`src/rtl/fir_yout_quant.sv`:
```
// Output conditioning for the 4-tap FIR. Rounds the accumulator half-up by 2^SHIFT,
// saturates it to YOUT_W bits, buffers results in a fall-through FIFO and keeps clamp statistics.
module fir_yout_quant #(
    parameter int ACC_W  = 48,
    parameter int YOUT_W = 25,
    parameter int SHIFT  = 9,
    parameter int DEPTH  = 4
) (
    input  logic              clk,
    input  logic              rst,
    input  logic              s_valid,
    output logic              s_ready,
    input  logic [ACC_W-1:0]  s_acc,
    output logic              m_valid,
    input  logic              m_ready,
    output logic [YOUT_W-1:0] m_yout,
    input  logic              clr_stat,
    output logic              sat_flag,
    output logic [15:0]       sat_cnt
);

    localparam int AW = (DEPTH > 1) ? $clog2(DEPTH) : 1;
    localparam int RW = ACC_W + 1;

    localparam logic signed [RW-1:0] LIM_MAX = {{(RW-YOUT_W+1){1'b0}}, {(YOUT_W-1){1'b1}}};
    localparam logic signed [RW-1:0] LIM_MIN = {{(RW-YOUT_W+1){1'b1}}, {(YOUT_W-1){1'b0}}};
    localparam logic [YOUT_W-1:0]    Y_MAX   = {1'b0, {(YOUT_W-1){1'b1}}};
    localparam logic [YOUT_W-1:0]    Y_MIN   = {1'b1, {(YOUT_W-1){1'b0}}};
    localparam logic [AW-1:0]        PTR_ONE = AW'(1);
    localparam logic [AW:0]          CNT_ONE = (AW+1)'(1);
    localparam logic [AW+1:0]        OCC_LIM = (AW+2)'(DEPTH);

    logic signed [RW-1:0] w_sext;
    logic signed [RW-1:0] w_rnd;
    logic signed [RW-1:0] r_r1;
    logic                 r_v1;
    logic                 w_accept;

    logic                 w_over;
    logic                 w_under;
    logic                 w_sat_evt;
    logic [YOUT_W-1:0]    w_clamped;

    logic [YOUT_W-1:0]    r_mem [DEPTH];
    logic [AW-1:0]        r_wptr;
    logic [AW-1:0]        r_rptr;
    logic [AW:0]          r_cnt;
    logic [AW+1:0]        w_occ;
    logic                 w_push;
    logic                 w_pop;

    logic                 r_sat_flag;
    logic [15:0]          r_sat_cnt;

    // Stage 1: one extra bit of headroom so adding the half-LSB never overflows.
    assign w_sext   = {s_acc[ACC_W-1], s_acc};
    assign w_accept = s_valid & s_ready;

    if (SHIFT == 0) begin : g_noshift
        assign w_rnd = w_sext;
    end else begin : g_shift
        localparam logic signed [RW-1:0] HALF = RW'(1) <<< (SHIFT - 1);
        logic signed [RW-1:0] w_sum;
        assign w_sum = w_sext + HALF;
        assign w_rnd = w_sum >>> SHIFT;
    end

    always_ff @(posedge clk or posedge rst) begin
        if (rst) begin
            r_v1 <= 1'b0;
            r_r1 <= '0;
        end else begin
            r_v1 <= w_accept;
            if (w_accept) begin
                r_r1 <= w_rnd;
            end
        end
    end

    // Stage 2: clamp to the signed output range.
    assign w_over    = r_r1 > LIM_MAX;
    assign w_under   = r_r1 < LIM_MIN;
    assign w_sat_evt = r_v1 & (w_over | w_under);

    always_comb begin
        w_clamped = r_r1[YOUT_W-1:0];
        if (w_over) begin
            w_clamped = Y_MAX;
        end else if (w_under) begin
            w_clamped = Y_MIN;
        end
    end

    // The in-flight stage-1 sample reserves a slot, and same-edge pops give no credit,
    // so s_ready depends on registers only and the FIFO cannot overflow.
    assign w_push  = r_v1;
    assign m_valid = (r_cnt != '0);
    assign w_pop   = m_valid & m_ready;
    assign w_occ   = {1'b0, r_cnt} + (AW+2)'(r_v1);
    assign s_ready = w_occ < OCC_LIM;
    assign m_yout  = m_valid ? r_mem[r_rptr] : '0;

    always_ff @(posedge clk or posedge rst) begin
        if (rst) begin
            r_wptr <= '0;
            r_rptr <= '0;
            r_cnt  <= '0;
        end else begin
            if (w_push) begin
                r_wptr <= r_wptr + PTR_ONE;
            end
            if (w_pop) begin
                r_rptr <= r_rptr + PTR_ONE;
            end
            case ({w_push, w_pop})
                2'b10:   r_cnt <= r_cnt + CNT_ONE;
                2'b01:   r_cnt <= r_cnt - CNT_ONE;
                default: r_cnt <= r_cnt;
            endcase
        end
    end

    always_ff @(posedge clk) begin
        if (w_push) begin
            r_mem[r_wptr] <= w_clamped;
        end
    end

    // A clear coinciding with a clamp keeps that clamp as the first counted event.
    always_ff @(posedge clk or posedge rst) begin
        if (rst) begin
            r_sat_flag <= 1'b0;
            r_sat_cnt  <= '0;
        end else if (clr_stat) begin
            r_sat_flag <= w_sat_evt;
            r_sat_cnt  <= w_sat_evt ? 16'd1 : 16'd0;
        end else if (w_sat_evt) begin
            r_sat_flag <= 1'b1;
            if (r_sat_cnt != 16'hFFFF) begin
                r_sat_cnt <= r_sat_cnt + 16'd1;
            end
        end
    end

    assign sat_flag = r_sat_flag;
    assign sat_cnt  = r_sat_cnt;

endmodule

```
`config.mk`:
```
export PLATFORM = sky130hd
export DESIGN_NAME = fir_yout_quant
export DESIGN_NICKNAME = d
export VERILOG_FILES = /design/src/rtl/fir_yout_quant.sv
export SDC_FILE = /design/constraint.sdc
export NUM_CORES = 1
export LEC_CHECK = 0
export ABC_AREA = 1
export CAP_MARGIN = 10
export CORE_MARGIN = 10
export CORE_UTILIZATION = 23
export CTS_BUF_LIST = sky130_fd_sc_hd__clkbuf_2 sky130_fd_sc_hd__clkbuf_4 sky130_fd_sc_hd__clkbuf_8
export DETAILED_ROUTE_END_ITERATION = 12
export PLACE_DENSITY = 0.51
export SLEW_MARGIN = 20
export SYNTH_ARGS = -nofsm -noshare
export SYNTH_HDL_FRONTEND = slang
export SYNTH_SLANG_ARGS = --single-unit
```
`constraint.sdc`:
```
create_clock -name clk -period 2.1 [get_ports clk]
set_clock_uncertainty 0.15 [all_clocks]
set_input_delay 0.315 -clock clk [delete_from_list [all_inputs] [get_ports clk]]
set_output_delay 0.315 -clock clk [all_outputs]
set_load 0.03 [all_outputs]
```
==> out/summary.txt <==
Ys flop type: edfxtp_1
Sequential-to-total area share from yosys stat: 54.7%
Setup repair after global routing missed its margin: true
Final Hold Fails: 0
GRT Total Usage: 11.6%
Vias in the first global route: 7110
Synth Net Count: 1082
Post-route DRC violation count: 0
Worst setup margin: -0.194 ns
DR WL/cell: 15.8 um
Max_cap viols: 0
GR Overflow Total: 0
Worst EP required: 1.63 ns
Number of synthesized flops with an enable pin: 100
Fmax: 0.436 GHz
Synthesis-stage register bit count: 165
Most common cell after layout, fill and taps aside: nand2_1
Final worst path period need: 2.29 ns
Final Slew Violations: 0
Initial antenna violation count: 0
Status: finished, violations left
Post-synthesis cell type count: 37
Mapped Area: 8460 um^2
Initial DRC count: 537
Final ANT Viol Nets: 0
Syn. warnings: 0
Routed WL: 26.5 mm
Area Overhead vs Synth: 35.7%
Clock Latency Late Sink: 0.46 ns
Pin count of the biggest net entering global routing: 66
Worst r2r dst: r_cnt[1]
Worst-path clk slew: 0.10 ns
Multi-input logic area: 3650 um^2
I/O pins: 97
Crit. End Element: output port
Worst hold path type: in2async
Die height: 212 um
Initial Utilization: 23.2%
Area leader, netlist: edfxtp_1
Worst EP arrival: 1.83 ns
Vias post-DR: 7287
Worst Tran Pin Value: 0.406 ns
Pleak: 4.72 nW
Clk root buf: clkbuf_8
PwrDens: 1270 nW/um^2
Layout cells sized above 1: 20.1%
Synth top area share: 35.5%
Async SR Flop Fraction: 39.4%
Critical path class: reg2out
Post-Synthesis Cells: 1021
Flop-to-flop setup slack: 0.07 ns
Row cnt: 70
H-tree depth: 4
Nets: 1264
FILL cells: 3862
Via density: 4.32
Placed Area: 10600 um^2
CTS max path bufs: 2
Clk sink count: 165
Critical Path Sink: m_yout[16]
CP Max Fanout: 8
Crit path from: r_rptr[0]
Global-route wire length before repair: 40.4 mm
R2R depth: 9
RePlAce Congestion: 0.862
Commonest cells after routing, fill and taps aside: nand2_1, nor2_1, edfxtp_1
PortBufs: 88
Design area: 11500 um^2
Total CTS buffers: 17
TritonCTS clock tree: built
Die area: 44900 um^2
Final setup vio count: 25
Avg Cell Area, Syn: 8.29 um^2
Detailed Place HPWL: 18.8 mm
Peak VDD IR: 0.000603 V
Leading post-synthesis cells by cell area: edfxtp_1, dfrtp_1, nand2_1
Seq. cell area: 4630 um^2
CTS Hold Bufs: 0
Relative slew slack: 73.0%
Core area: 36400 um^2
Failing checks: negative setup slack
Setup WS pre-CTS: -0.274 ns
Setup crit start kind: flop
TritonRoute pass-1 iters: 5
Period utilisation layout: 109%
Die W: 212 um
Reg2reg start: r_cnt[2]
[how the worst min path moves through the flow]
stage | start | end | slack, ns | cells past startpoint
after floorplan | r_r1[0] | r_r1[0] | 0.29 | 2
after global placement | r_r1[21] | r_r1[21] | 0.31 | 2
after detailed placement | r_r1[21] | r_r1[21] | 0.32 | 2
after CTS | rst | r_r1[28] | 0.09 | 3
after global routing | rst | r_r1[35] | 0.12 | 3
final | rst | r_r1[28] | 0.1 | 3
[cell usage after synthesis, types with 10 or more instances]
cell      instances
nand4_1          11
xor2_1           19
nand2_1         323
a21oi_1          29
o21ai_0          59
dfrtp_1          65
nor2_1          210
o21ai_1          10
inv_1            50
nand3_1          36
clkbuf_1         27
nor3_1           13
edfxtp_1        100
[cell families (layout without fill, tap and decap cells)]
kind of cell    count (synthesis)  count (layout)  share of synthesized area, %
compound gates                105             105                          6.48
fa+ha+maj                       8               8                          1.27
other cells                     0               1                             0
flops                         165             165                          54.7
buf+inv                        97             292                          4.58
xor+xnor                       28              28                          2.90
simple gates                  618             618                          30.1
[flip-flops by register name, summed over array words and instances, names as in the netlist]
name	cells
r_cnt	3
r_mem	100
r_r1	40
r_rptr	2
r_v1	1
r_wptr	2
sat_cnt	16
sat_flag	1
[per-stage QoR]
step	util (%)	setup TNS, ns	power [mW]	hold WS, ns	std cells
after global routing	31.5	-6.08	15.5	0.119	1684
after CTS	30.2	-3.47	13.7	0.0873	1672
after floorplan	-	0	8.64	0.292	1021
after detailed placement	29.0	-4.89	11.2	0.317	1636
final	31.5	-3.60	14.5	0.0998	1685
after global placement	29.0	-4.12	11.1	0.313	1636
[routing by layer]
metal | vias to the layer above | routed length (um) | GRT usage [%]
met5 | - | 0 | 0
met4 | 0 | 441 | 3.40
met3 | 25 | 1340 | 2.53
met2 | 159 | 12500 | 18.5
met1 | 3425 | 12200 | 15.4
li1 | 3678 | - | -
[report_power, final]
part           leakage [nW]  internal, mW  switching [mW]
Sequential             1.71          4.60           0.430
Combinational          2.83          2.93            4.42
Clock                 0.181         0.867            1.30
[final cells by class]
type / count / area share, %
timing repair buffer: 200 / 17.4
sequential: 165 / 40.3
clock inverter: 14 / 1.10
clock buffer: 18 / 2.10
tap: 468 / 5.10
antenna: 1 / 0.0218
inverter: 60 / 2.15
multi-input combinational: 759 / 31.8
[repair_timing]
item	CTS	global route
pin swaps	4	27
buffers inserted	3	5
gates resized for setup	43	113
endpoints found under the setup margin	42	29
cloned	1	9
[worst max-delay path, cell delays in order (launching register included)]
cell,delay [ns]
dfrtp_4,0.51
buf_8,0.15
clkinv_8,0.09
clkbuf_16,0.16
o21ai_0,0.08
a21oi_1,0.19
buf_4,0.20
Power figures use the tool's default switching activity.
